$ cat src/rtl/mc_control_unit.sv
// mc_control_unit
//   Multi-cycle instruction control unit. Accepts one instruction per
//   INSTR_VALID/INSTR_READY handshake, latches its decode, and drives
//   datapath controls from the registered state: one EXEC cycle for ALU and
//   branch ops, or a MEM phase (held against BUSYWAIT, watched by a stall
//   timer) followed by a WB cycle for loads and stores.
//
// Ports
//   CLK, RESET            clock, synchronous active-high reset
//   INSTRUCTION           instruction word, opcode in the top 8 bits
//   INSTR_VALID/READY     fetch handshake; READY doubles as the PC stall
//   BUSYWAIT              data memory busy
//   WRITEENABLE .. LOAD_WORD_FLAG, ALUOP   datapath controls
//   ILLEGAL_OP            one-cycle pulse for an undefined opcode
//   MEM_TIMEOUT_ERR       sticky memory watchdog error
//   RETIRED_COUNT         retired-instruction counter (wraps)
//
// state | meaning
// ------+-------------------------------------------------------------
// IDLE  | ready for a new instruction, all controls low
// EXEC  | single-cycle ALU / branch / jump controls
// MEM   | READ or WRITE held until memory answers or the timer expires
// WB    | load write-back (stores retire with all controls low)
// ILL   | undefined opcode, ILLEGAL_OP pulse
// ERR   | memory watchdog tripped, parked until RESET
module mc_control_unit #(
  parameter int INSTR_W     = 32,
  parameter int ALUOP_W     = 3,
  parameter int EXT_OPS     = 1,
  parameter int MEM_TIMEOUT = 255,
  parameter int CNT_W       = 16
) (
  input  logic               CLK,
  input  logic               RESET,
  input  logic [INSTR_W-1:0] INSTRUCTION,
  input  logic               INSTR_VALID,
  output logic               INSTR_READY,
  input  logic               BUSYWAIT,
  output logic               WRITEENABLE,
  output logic               COMPLEMENT_FLAG,
  output logic               IMMEDIATE_FLAG,
  output logic               BRANCH_FLAG,
  output logic               BRANCH_NE_FLAG,
  output logic               JUMP_FLAG,
  output logic               READ,
  output logic               WRITE,
  output logic               LOAD_WORD_FLAG,
  output logic [ALUOP_W-1:0] ALUOP,
  output logic               ILLEGAL_OP,
  output logic               MEM_TIMEOUT_ERR,
  output logic [CNT_W-1:0]   RETIRED_COUNT
);

  typedef enum logic [2:0] {
    S_IDLE = 3'd0,
    S_EXEC = 3'd1,
    S_MEM  = 3'd2,
    S_WB   = 3'd3,
    S_ILL  = 3'd4,
    S_ERR  = 3'd5
  } state_t;

  typedef struct packed {
    logic               we;
    logic               cmp;
    logic               imm;
    logic               br;
    logic               bne;
    logic               jmp;
    logic               rd;
    logic               wr;
    logic               lw;
    logic [ALUOP_W-1:0] aluop;
  } ctrl_t;

  localparam logic [ALUOP_W-1:0] ALU_FWD  = ALUOP_W'(3'b000);
  localparam logic [ALUOP_W-1:0] ALU_ADD  = ALUOP_W'(3'b001);
  localparam logic [ALUOP_W-1:0] ALU_AND  = ALUOP_W'(3'b010);
  localparam logic [ALUOP_W-1:0] ALU_OR   = ALUOP_W'(3'b011);
  localparam logic [ALUOP_W-1:0] ALU_SLL  = ALUOP_W'(3'b100);
  localparam logic [ALUOP_W-1:0] ALU_SRL  = ALUOP_W'(3'b101);
  localparam logic [ALUOP_W-1:0] ALU_MULT = ALUOP_W'(3'b110);

  // Stall timer counts down from MEM_TIMEOUT; terminal count is 1.
  localparam int TMO_W = (MEM_TIMEOUT > 0) ? $clog2(MEM_TIMEOUT + 1) : 1;
  localparam logic [TMO_W-1:0] TMO_LOAD = TMO_W'(MEM_TIMEOUT);

  state_t           state_q, state_d;
  ctrl_t            ctrl_q, ctrl_d;
  logic             first_q, first_d;
  logic [TMO_W-1:0] tmo_q, tmo_d;
  logic [CNT_W-1:0] cnt_q, cnt_d;

  ctrl_t      dec;
  logic       dec_legal;
  logic       dec_mem;
  logic [7:0] opcode;
  logic       unused_instr_bits;

  assign opcode            = INSTRUCTION[INSTR_W-1 -: 8];
  assign unused_instr_bits = ^INSTRUCTION[INSTR_W-9:0];

  always_comb begin
    dec       = '0;
    dec_legal = 1'b1;
    case (opcode)
      8'h00: begin dec.we = 1'b1; dec.imm = 1'b1; dec.aluop = ALU_FWD; end
      8'h01: begin dec.we = 1'b1; dec.aluop = ALU_FWD; end
      8'h02: begin dec.we = 1'b1; dec.aluop = ALU_ADD; end
      8'h03: begin dec.we = 1'b1; dec.cmp = 1'b1; dec.aluop = ALU_ADD; end
      8'h04: begin dec.we = 1'b1; dec.aluop = ALU_AND; end
      8'h05: begin dec.we = 1'b1; dec.aluop = ALU_OR; end
      8'h06: dec.jmp = 1'b1;
      8'h07: begin dec.br = 1'b1; dec.cmp = 1'b1; dec.aluop = ALU_ADD; end
      8'h08: begin dec.rd = 1'b1; dec.lw = 1'b1; dec.we = 1'b1; end
      8'h09: begin dec.rd = 1'b1; dec.lw = 1'b1; dec.we = 1'b1; dec.imm = 1'b1; end
      8'h0A: dec.wr = 1'b1;
      8'h0B: begin dec.wr = 1'b1; dec.imm = 1'b1; end
      8'h0C: begin
        if (EXT_OPS != 0) begin
          dec.br = 1'b1; dec.bne = 1'b1; dec.cmp = 1'b1; dec.aluop = ALU_ADD;
        end else begin
          dec_legal = 1'b0;
        end
      end
      8'h0D: begin
        if (EXT_OPS != 0) begin dec.we = 1'b1; dec.aluop = ALU_SLL; end
        else dec_legal = 1'b0;
      end
      8'h0E: begin
        if (EXT_OPS != 0) begin dec.we = 1'b1; dec.aluop = ALU_SRL; end
        else dec_legal = 1'b0;
      end
      8'h0F: begin
        if (EXT_OPS != 0) begin dec.we = 1'b1; dec.aluop = ALU_MULT; end
        else dec_legal = 1'b0;
      end
      default: dec_legal = 1'b0;
    endcase
  end

  assign dec_mem = dec.rd | dec.wr;

  // State register
  always_ff @(posedge CLK) begin
    if (RESET) begin
      state_q <= S_IDLE;
      ctrl_q  <= '0;
      first_q <= 1'b0;
      tmo_q   <= '0;
      cnt_q   <= '0;
    end else begin
      state_q <= state_d;
      ctrl_q  <= ctrl_d;
      first_q <= first_d;
      tmo_q   <= tmo_d;
      cnt_q   <= cnt_d;
    end
  end

  // Next-state logic
  always_comb begin
    state_d = state_q;
    ctrl_d  = ctrl_q;
    first_d = first_q;
    tmo_d   = tmo_q;
    cnt_d   = cnt_q;
    case (state_q)
      S_IDLE: begin
        if (INSTR_VALID) begin
          ctrl_d  = dec_legal ? dec : '0;
          first_d = 1'b1;
          tmo_d   = TMO_LOAD;
          if (!dec_legal)   state_d = S_ILL;
          else if (dec_mem) state_d = S_MEM;
          else              state_d = S_EXEC;
        end
      end
      S_EXEC: begin
        state_d = S_IDLE;
        cnt_d   = cnt_q + CNT_W'(1);
      end
      S_MEM: begin
        first_d = 1'b0;
        // The first MEM cycle gives the memory a chance to raise BUSYWAIT.
        if (!first_q) begin
          if (!BUSYWAIT) begin
            state_d = S_WB;
          end else if (MEM_TIMEOUT != 0) begin
            if (tmo_q == TMO_W'(1)) state_d = S_ERR;
            else                    tmo_d   = tmo_q - TMO_W'(1);
          end
        end
      end
      S_WB: begin
        state_d = S_IDLE;
        cnt_d   = cnt_q + CNT_W'(1);
      end
      S_ILL:   state_d = S_IDLE;
      S_ERR:   state_d = S_ERR;
      default: state_d = S_IDLE;
    endcase
  end

  // Output logic
  always_comb begin
    WRITEENABLE     = 1'b0;
    COMPLEMENT_FLAG = 1'b0;
    IMMEDIATE_FLAG  = 1'b0;
    BRANCH_FLAG     = 1'b0;
    BRANCH_NE_FLAG  = 1'b0;
    JUMP_FLAG       = 1'b0;
    READ            = 1'b0;
    WRITE           = 1'b0;
    LOAD_WORD_FLAG  = 1'b0;
    ALUOP           = '0;
    ILLEGAL_OP      = 1'b0;
    MEM_TIMEOUT_ERR = 1'b0;
    case (state_q)
      S_EXEC: begin
        WRITEENABLE     = ctrl_q.we;
        COMPLEMENT_FLAG = ctrl_q.cmp;
        IMMEDIATE_FLAG  = ctrl_q.imm;
        BRANCH_FLAG     = ctrl_q.br;
        BRANCH_NE_FLAG  = ctrl_q.bne;
        JUMP_FLAG       = ctrl_q.jmp;
        LOAD_WORD_FLAG  = ctrl_q.lw;
        ALUOP           = ctrl_q.aluop;
      end
      S_MEM: begin
        // Register file write is deferred to WB so a stalled load never
        // writes stale data.
        READ           = ctrl_q.rd;
        WRITE          = ctrl_q.wr;
        IMMEDIATE_FLAG = ctrl_q.imm;
        LOAD_WORD_FLAG = ctrl_q.lw;
        ALUOP          = ctrl_q.aluop;
      end
      S_WB: begin
        if (ctrl_q.rd) begin
          WRITEENABLE    = 1'b1;
          LOAD_WORD_FLAG = 1'b1;
          IMMEDIATE_FLAG = ctrl_q.imm;
          ALUOP          = ctrl_q.aluop;
        end
      end
      S_ILL:   ILLEGAL_OP      = 1'b1;
      S_ERR:   MEM_TIMEOUT_ERR = 1'b1;
      default: ;
    endcase
  end

  assign INSTR_READY   = (state_q == S_IDLE) && !RESET;
  assign RETIRED_COUNT = cnt_q;

endmodule

$ cat config.mk
export PLATFORM = sky130hd
export DESIGN_NAME = mc_control_unit
export DESIGN_NICKNAME = d
export VERILOG_FILES = /design/src/rtl/mc_control_unit.sv
export SDC_FILE = /design/constraint.sdc
export NUM_CORES = 1
export LEC_CHECK = 0
export BUFFER_PORTS_ARGS = -buffer_cell sky130_fd_sc_hd__buf_2
export CORE_ASPECT_RATIO = 1.5
export CORE_MARGIN = 3
export CORE_UTILIZATION = 55
export CTS_CLUSTER_DIAMETER = 200
export DETAILED_ROUTE_END_ITERATION = 12
export HOLD_SLACK_MARGIN = 0.15
export PLACE_DENSITY_LB_ADDON = 0.3
export SETUP_SLACK_MARGIN = 0.4
export SLEW_MARGIN = 20
export SYNTH_ARGS = -nofsm -noshare
export SYNTH_HDL_FRONTEND = slang
export SYNTH_SLANG_ARGS = --single-unit
export TNS_END_PERCENT = 10
$ cat constraint.sdc
create_clock -name CLK -period 4.23 [get_ports CLK]
set_input_delay 0.846 -clock CLK [delete_from_list [all_inputs] [get_ports CLK]]
set_output_delay 0.846 -clock CLK [all_outputs]
set_load 0.02 [all_outputs]
After elaboration in Yosys (flattened, before gate mapping)
Cells that the tools add are included.
{"block": "classes", "bitwise": 1, "reduce_logical": 19, "eq_ne": 26, "n_mux": 40, "add_sub_neg": 2}
{"op": "equality test 8 x 4 -> 1 bit, second input constant", "count": 8}
{"op": "equality test 8 x 3 -> 1 bit, second input constant", "count": 4}
{"op": "2-to-1 mux 8 bit", "count": 4}
{"op": "2-to-1 mux 1 bit", "count": 20}
{"op": "2-to-1 mux 3 bit", "count": 6}
{"op": "case mux 3 bit (6 select lines)", "count": 1}
{"op": "adder 16 x 1 -> 16 bit, second input constant", "count": 1}
{"op": "equality test 8 x 1 -> 1 bit, second input constant", "count": 2}
{"op": "equality test 8 x 2 -> 1 bit, second input constant", "count": 2}
{"op": "case mux 8 bit (2 select lines)", "count": 1}
{"op": "OR reduction 16 bit", "count": 1}
{"op": "2-to-1 mux 12 bit", "count": 1}
{"op": "OR reduction 11 bit", "count": 1}
{"op": "OR reduction 2 bit", "count": 5}
{"op": "case mux 3 bit (3 select lines)", "count": 1}
{"op": "zero test 8 bit", "count": 1}
{"op": "inequality test 2 bit, second input constant", "count": 4}
{"op": "case mux 1 bit (2 select lines)", "count": 4}
{"op": "subtractor 8 x 1 -> 8 bit, second input constant", "count": 1}
{"op": "equality test 3 x 2 -> 1 bit, second input constant", "count": 2}
{"op": "equality test 3 bit, second input constant", "count": 2}
{"op": "case mux 3 bit (2 select lines)", "count": 1}
{"op": "OR reduction 3 bit", "count": 2}
{"op": "AND reduction 5 bit", "count": 1}
{"op": "11 further kinds", "count": 12}
{"block": "totals", "reg_bits": 40}

Depth between registers and ports, before layout
Gate-level depths: netlist (run 1).
{"block": "logic_depth", "word_depth": 8, "mapped_depth": 7}

Least setup slack after synthesis (run 1)
OpenSTA, ideal clock, no wires.
{"block": "synth_path", "kind": "input to output", "startpoint": "input RESET", "endpoint": "output INSTR_READY", "path_stages": 2, "path_slack_ps": 1793, "arrival_time_ps": 1591, "t_required_ps": 3384, "path_cell_list": "buf_6 > nor4_1"}
{"block": "synth_via", "elab_chain_cells": 2}
{"item": "from (decl)", "line_no": "34", "rtl": "input logic RESET,"}
{"item": "zero test 1 bit", "line_no": "253", "rtl": "assign INSTR_READY = (state_q == S_IDLE) && !RESET;"}
{"item": "logical AND 1 bit", "line_no": "253"}
{"item": "to (decl)", "line_no": "37", "rtl": "output logic INSTR_READY,"}
No other way between the ends.

Worst setup path after layout (run 1)
{"block": "layout_path", "startpoint": "register state_q[1]", "endpoint": "output ALUOP[0]"}
{"block": "layout_via", "elab_chain_cells": 3, "elab_cells_between_ends": 5}
{"item": "from (decl)", "line_no": "88", "rtl": "state_t state_q, state_d;"}
{"item": "from (signal assigned)", "line_no": "153", "rtl": "state_q <= state_d;"}
{"item": "equality test 3 x 2 -> 1 bit or equality test 3 x 1 -> 1 bit (tied branches)", "line_no": "219", "rtl": "case (state_q)"}
{"item": "OR reduction 2 bit (no source line)"}
{"item": "case mux 3 bit (2 select lines) (*)", "line_no": "219"}
{"item": "to (decl)", "line_no": "48", "rtl": "output logic [ALUOP_W-1:0] ALUOP,"}
Mark *: on every way between the ends. The rest lies on a longest branch, timed or not.

==> results of run 1 <==
## cells by family after synthesis
family                     after synthesis  synth area share (%)
adders and majority gates                3                  1.77
DFF                                     39                  36.7
AOI/OAI and AO/OA                       57                  19.3
and+or+nand+nor                        115                  30.8
buffers and inverters                   25                  6.36
xor gates and xnor gates                10                  4.12
muxes                                    2                 0.942
## flip-flops by register name, summed over array words and instances, names as in the netlist
register,count
tmo_q,8
RETIRED_COUNT,16
first_q,1
state_q,3
ctrl_q,11
## cells in the final DEF, fill, tap and decap left out, types with 3 or more instances in the layout
cell	count
nand3_1	9
inv_1	9
buf_2	42
or4_1	7
xnor2_1	6
or3_1	3
and2_1	9
nor2_1	25
nor4_1	4
nand2_1	18
a31oi_1	6
o31ai_1	7
and3_1	5
nand4_1	5
o21ai_0	6
nand2b_1	6
clkbuf_8	6
nor3_1	6
ha_1	3
a22oi_1	3
a21oi_1	18
xor2_1	4
dfxtp_1	39
## worst max-delay path, delay by kind of cell, from the launching register on
kind	cells	cell delay [ps]
flops	1	680
simple gates	3	770
buf+inv	1	160
## worst max-delay path by stage
stage             endpoint                     from
6_report          ALUOP[0]  state_q[1]$_SDFFE_PP0P_
5_1_grt           ALUOP[1]  state_q[1]$_SDFFE_PP0P_
4_1_cts           ALUOP[0]  state_q[1]$_SDFFE_PP0P_
3_5_place_dp   INSTR_READY                    RESET
3_3_place_gp   INSTR_READY                    RESET
2_1_floorplan  INSTR_READY                    RESET
## report_power, final
part / switching [mW] / total [mW] / internal, mW
logic: 0.0479 / 0.0781 / 0.0303
registers: 0.0143 / 0.391 / 0.377
clock network: 0.126 / 0.254 / 0.128
## cell usage after synthesis (2+ instances only)
library cell  count
nand3b_1          2
nand3_1           9
nand2b_1          6
or3_1             3
a2111oi_2         2
inv_1             9
ha_1              3
or4_1             7
xnor2_1           6
a21oi_1          18
or2_2             2
dfxtp_1          39
nand4_1           5
nor4_1            4
nor2_1           25
o21ai_0           6
a22oi_1           3
nand4b_1          2
and3_1            5
a31o_2            2
mux2i_1           2
a211oi_1          2
and2_1            9
a21o_1            2
buf_2             2
nand2_1          18
buf_6             4
or3_2             2
nor3b_1           2
o31ai_1           7
xor2_1            4
buf_1             2
a31oi_1           6
clkbuf_1          7
nor3_1            6
a311oi_1          2
## layout make-up
class	instances	share of cell area [%]
Sequential cell	39	32.8
Timing Repair Buffer	43	9.13
Multi-Input combinational cell	187	50.8
Clock inverter	1	0.210
Inverter	9	1.42
Tap cell	43	2.26
Clock buffer	6	3.46
## per-layer routing
metal	vias up	routed length, microns
li1	982	-
met1	928	1890
met2	50	2310
met3	5	212
met4	0	53
met5	-	0
## stage by stage
stage	util, %	power [mW]	worst slack (ps)	cells	area (sq um)
finish	64.7	0.723	1480	328	2380
detailed placement	62.4	0.477	1710	321	2300
floorplan	-	0.462	1790	251	2130
global placement	62.4	0.474	1700	321	2300
global route	64.7	0.753	1320	328	2380
CTS	64.7	0.730	1510	328	2380
==> impl_results.md, run 1 <==
* Status: finished, final reports clean
* Final period demand of the worst path at 2750 ps
* First-pass GRT wire length at 7650 microns
* DR vias at 1965
* Register area share after synthesis at 36.7%
* Largest net degree at the start of global routing at 43
* Sum Neg Setup Slack at 0 ps
* Met3 GRT Util at 3.27%
* RSZ-0062 raised after global routing: no
* Yosys synthesis warning count at 0
* Core Area at 0.00368 sq mm
* Post-DP HPWL at 3160 microns
* IO buf count at 42
* WP data required at 3380 ps
* Hold WC Path Type: flop to flop
* Post-synth top area share at 36.7%
* Global routing met1 resource utilization at 23.2%
* Die width at 56.8 microns
* Hold path endpoint: ctrl_q[7]$_SDFFE_PP0P_
* R2R cell count at 4
* Hold Path Stages at 2
* Startpoint Class: flop
* Worst Hold Slack at 452 ps
* Peak VDD IR at 0.193 mV
* H-tree levels at 2
* Number of buffers added for setup after CTS at 0
* Gpl congestion at 0.825
* Final period util at 64.9%
* Post_cts resized at 0
* MaxCap Viol Count at 0
* Synth async-reset ratio at 0%
* TritonCTS Buffers at 5
* Relative slew slack at 51.3%
* Number of synthesized flops with an enable pin at 0
* Gr ovfl total at 0
* PD cells at 303 mW/mm^2
* CP endpoint kind: output pin
* Final-layout fill cell count at 335
* Final hold violations at 0
* Initial antenna violation count at 0
* Post-Route WL at 4460 microns
* CP peak stage delay at 680 ps
* Area occupied by multi-input gates at 0.00121 sq mm
* Leak pwr at 0.942 nW
* I/O pin count at 67
* Fmax at 364 MHz
* Slowest stage cell on the critical path: dfxtp_1
* Reg2Reg Capture Point: RETIRED_COUNT[15]$_SDFFE_PP0P_
* Root buffer cell: clkbuf_8
* Clock latency on the worst-skew pair at 290 ps
* Sequential cell area at 781 sq um
* Die area at 0.00466 sq mm
* Global routing's busiest layer: met2
* Initial Utilization at 57.7%
* Worst Path Max Fanout at 18
* R2R Path Start: state_q[0]$_SDFFE_PP0P_
* CTS Buffer Depth at 2
* Final antenna-violating net count at 0
* Drt wl/cell at 13.6 microns
* Total GRT Usage at 20.3%
* Layout Nets at 324
* FP Rows at 27
* Avg Inst Size Synth at 8.47 sq um
* Initial DRC count at 66
* Reg-to-reg slack, setup at 1990 ps
* DRC at 0
* Post-Syn Area at 0.00213 sq mm
* Met2 GRT Util at 37.3%
* Syn nets at 290
* Syn Inst Count at 251
* Worst Tran Pin Value at 724 ps
* Register bit total from synthesis at 39
* Crit path DAT at 1900 ps
* Fin. max-slew vios at 0
* Vias in the first global route at 1749
* Vias/cell at 5.99
* Area grow syn2layout at 12.1%
* WS Path Type: flop to output pin
* Final setup viols at 0
* CP cell instances: nor2_1, nor3_1, and2_1, buf_2
* HP Start: ctrl_q[7]$_SDFFE_PP0P_
* Clk slew on worst S/H paths at 70 ps
* Hold Buf Count CTS at 0
* Most used DFF post-synth: dfxtp_1
* Chip height at 82.1 microns
* Top post-synthesis cells by area: dfxtp_1, nor2_1, a21oi_1
* Clock sink total at 39
* Post-route clock skew at 3.97 ps
* DR pass1 iterations at 4
* Cell variety after synth at 52
* CTS tree: yes
* Antenna Cells at 0
* Synth area leader: dfxtp_1
* Layout cell share with drive strength beyond 1 at 22.8%
(Power assumes the default switching activity.)
==> run 2, diff against run 1 <==
--- a/config.mk
+++ b/config.mk
@@ -8,7 +8,7 @@
 export BUFFER_PORTS_ARGS = -buffer_cell sky130_fd_sc_hd__buf_2
 export CORE_ASPECT_RATIO = 1.5
 export CORE_MARGIN = 3
-export CORE_UTILIZATION = 55
+export CORE_UTILIZATION = 46
 export CTS_CLUSTER_DIAMETER = 200
 export DETAILED_ROUTE_END_ITERATION = 12
 export HOLD_SLACK_MARGIN = 0.15
==> constraint.sdc (replaced) <==
create_clock -name CLK -period 2.31 [get_ports CLK]
set_input_delay 0.462 -clock CLK [delete_from_list [all_inputs] [get_ports CLK]]
set_output_delay 0.462 -clock CLK [all_outputs]
set_load 0.02 [all_outputs]
==> run 2 against run 1 <==
Net effect: final cell count up 4.6%; largest power group unchanged; largest cell class unchanged; total power up 99%; sequential power up 83%; global-route usage down 2.4 points; cell area up 5.3%; sequential share of layout area down 1.3 points; non-clock buffer count up 11.
==> impl_results.md, run 2 (same netlist as run 1, synthesis figures left out) <==
* Met3 GRT Util at 4.48% (+1.2 points)
* Die area at 0.00549 sq mm (+18%)
* Post-Route WL at 4700 microns (+5.2%)
* WP data required at 1850 ps (-1530 ps)
* Gr ovfl total at 0 (unchanged)
* CP endpoint kind: output pin
* PD cells at 574 mW/mm^2 (+89%)
* Clock sink total at 39 (unchanged)
* I/O pin count at 67 (unchanged)
* Buf/Inv on CP at 2 (+1)
* Hold WC Path Type: flop to flop
* FP Rows at 29 (+7.4%)
* CTS tree: yes
* Clock latency on the worst-skew pair at 290 ps (about the same)
* Post-DP HPWL at 3340 microns (+5.6%)
* Worst Path Max Fanout at 13 (-5)
* Cell family with most CP delay: flip-flops
* Sum Neg Setup Slack at 0 ps (unchanged)
* Crit path DAT at 1420 ps (-480 ps)
* Commonest non-fill, non-tap cell in the layout: buf_2
* Peak VDD IR at 0.382 mV (+98%)
* DRC at 0 (unchanged)
* CP cell instances: nor2_1, nor3_1, buf_4, and2_1, buf_2
* Antenna Cells at 0 (unchanged)
* Clk slew on worst S/H paths at 80 ps (about the same)
* Status: finished, final reports clean
* Slowest stage cell on the critical path: dfxtp_4
* Final hold violations at 0 (unchanged)
* Met2 GRT Util at 31.7% (-5.5 points)
* DR vias at 1963 (-0.10%)
* Post-route insts no fill at 343 (+4.6%)
* Vias/cell at 5.72 (-4.5%)
* Root buffer cell: clkbuf_8
* Total GRT Usage at 17.9% (-2.4 points)
* Relative slew slack at 65.5% (+14 points)
* Gpl congestion at 0.805 (-2.3%)
* Largest net degree at the start of global routing at 42 (-2.3%)
* Final period util at 81.6%
* Fmax at 531 MHz
* Layout cell share with drive strength beyond 1 at 27.3% (+4.5 points)
* Startpoint Class: flop
* Chip height at 89.3 microns (+8.7%)
* Initial DRC count at 101 (+53%)
* Dpl ws at 329 ps (-1380 ps)
* Global routing's busiest layer: met2
* CP peak stage delay at 440 ps (-240 ps)
* Area grow syn2layout at 18.1%
* Most frequent cells in the layout: buf_2, dfxtp_1, nor2_1
* Die width at 61.5 microns (+8.4%)
* Placed cell count at 334 (+4.0%)
* Final antenna-violating net count at 0 (unchanged)
* Leak pwr at 1.01 nW (+7.3%)
* WS Path Type: flop to output pin
* Final period demand of the worst path at 1880 ps
* TritonCTS Buffers at 5 (unchanged)
* H-tree levels at 2 (unchanged)
* Initial antenna violation count at 0 (unchanged)
* Post-route clock skew at 5.95 ps (+1.98 ps)
* MaxCap Viol Count at 0 (unchanged)
* Global routing met1 resource utilization at 20.8% (-2.4 points)
* Fin. max-slew vios at 0 (unchanged)
* IO buf count at 42 (unchanged)
* Core Area at 0.00435 sq mm (+18%)
* Drt wl/cell at 13.7 microns (+0.62%)
* DR pass1 iterations at 4 (unchanged)
* Vias in the first global route at 1760 (+0.63%)
* Layout Nets at 335 (+3.4%)
* Worst Tran Pin Value at 513 ps (-211 ps)
* Initial Utilization at 48.8% (-8.9 points)
* First-pass GRT wire length at 7560 microns (-1.2%)
* CTS Buffer Depth at 2 (unchanged)
* RSZ-0062 raised after global routing: yes
* Final setup viols at 0 (unchanged)
* Final worst slack at 426 ps (-1060 ps)
* Max FFs per register at 16 (unchanged)
run 2: final timing paths:
path              cells past startpoint               startpoint                      to  slack [ps]
setup reg to reg                      4    tmo_q[5]$_SDFFE_PP0P_   tmo_q[7]$_SDFFE_PP0P_         440
setup / recovery                      5  state_q[0]$_SDFFE_PP0P_                ALUOP[2]         430
hold / removal                        2   ctrl_q[2]$_SDFFE_PP0P_  ctrl_q[2]$_SDFFE_PP0P_         450
hold reg to reg                       2   ctrl_q[2]$_SDFFE_PP0P_  ctrl_q[2]$_SDFFE_PP0P_         450
run 2: where the power goes:
part / switching [mW] / internal, mW / total (mW) / leakage (nW)
Combinational: 0.0915 / 0.0658 / 0.157 / 0.634
Sequential: 0.0257 / 0.688 / 0.714 / 0.319
Clock: 0.247 / 0.322 / 0.569 / 0.0581
Total: 0.364 / 1.08 / 1.44 / 1.01
run 2: worst min-delay path: cells and delay by family, from the launching register on:
kind / cells / cell delay, ps
AO/OA/AOI/OAI: 1 / 50
flip-flops: 1 / 310
AND/OR/NAND/NOR: 1 / 50
run 2: metal layers:
layer | part of all wire, % | up-vias
met5 | 0 | -
met4 | 0.49 | 0
met3 | 4.2 | 2
met2 | 52 | 40
met1 | 43 | 916
li1 | - | 1005
run 2: what timing repair did:
action                                  4_1_cts  5_1_grt
hold buffers                                  0        0
gates cloned                                  0        0
resized for setup                             6        1
pin swaps                                     0        4
buffers inserted                              0        1
endpoints found under the setup margin       14       19
run 2: area by class of cell:
type / count / area (sq um)
Fill cell: 407 / 1840
Multi-Input combinational cell: 187 / 1210
Sequential cell: 39 / 790
Timing Repair Buffer: 54 / 304
Clock buffer: 5 / 68.8
Tap cell: 46 / 57.6
Clock inverter: 3 / 43.8
Inverter: 9 / 33.8
run 2: metrics by stage:
step | power (mW) | instance area (sq um) | util, % | hold slack (ps)
6_report | 1.44 | 2510 | 57.6 | 452
5_1_grt | 1.51 | 2510 | 57.6 | 468
4_1_cts | 1.46 | 2500 | 57.4 | 454
3_5_place_dp | 0.885 | 2370 | 54.5 | 443
3_3_place_gp | 0.880 | 2370 | 54.5 | 436
2_1_floorplan | 0.846 | 2130 | - | 427
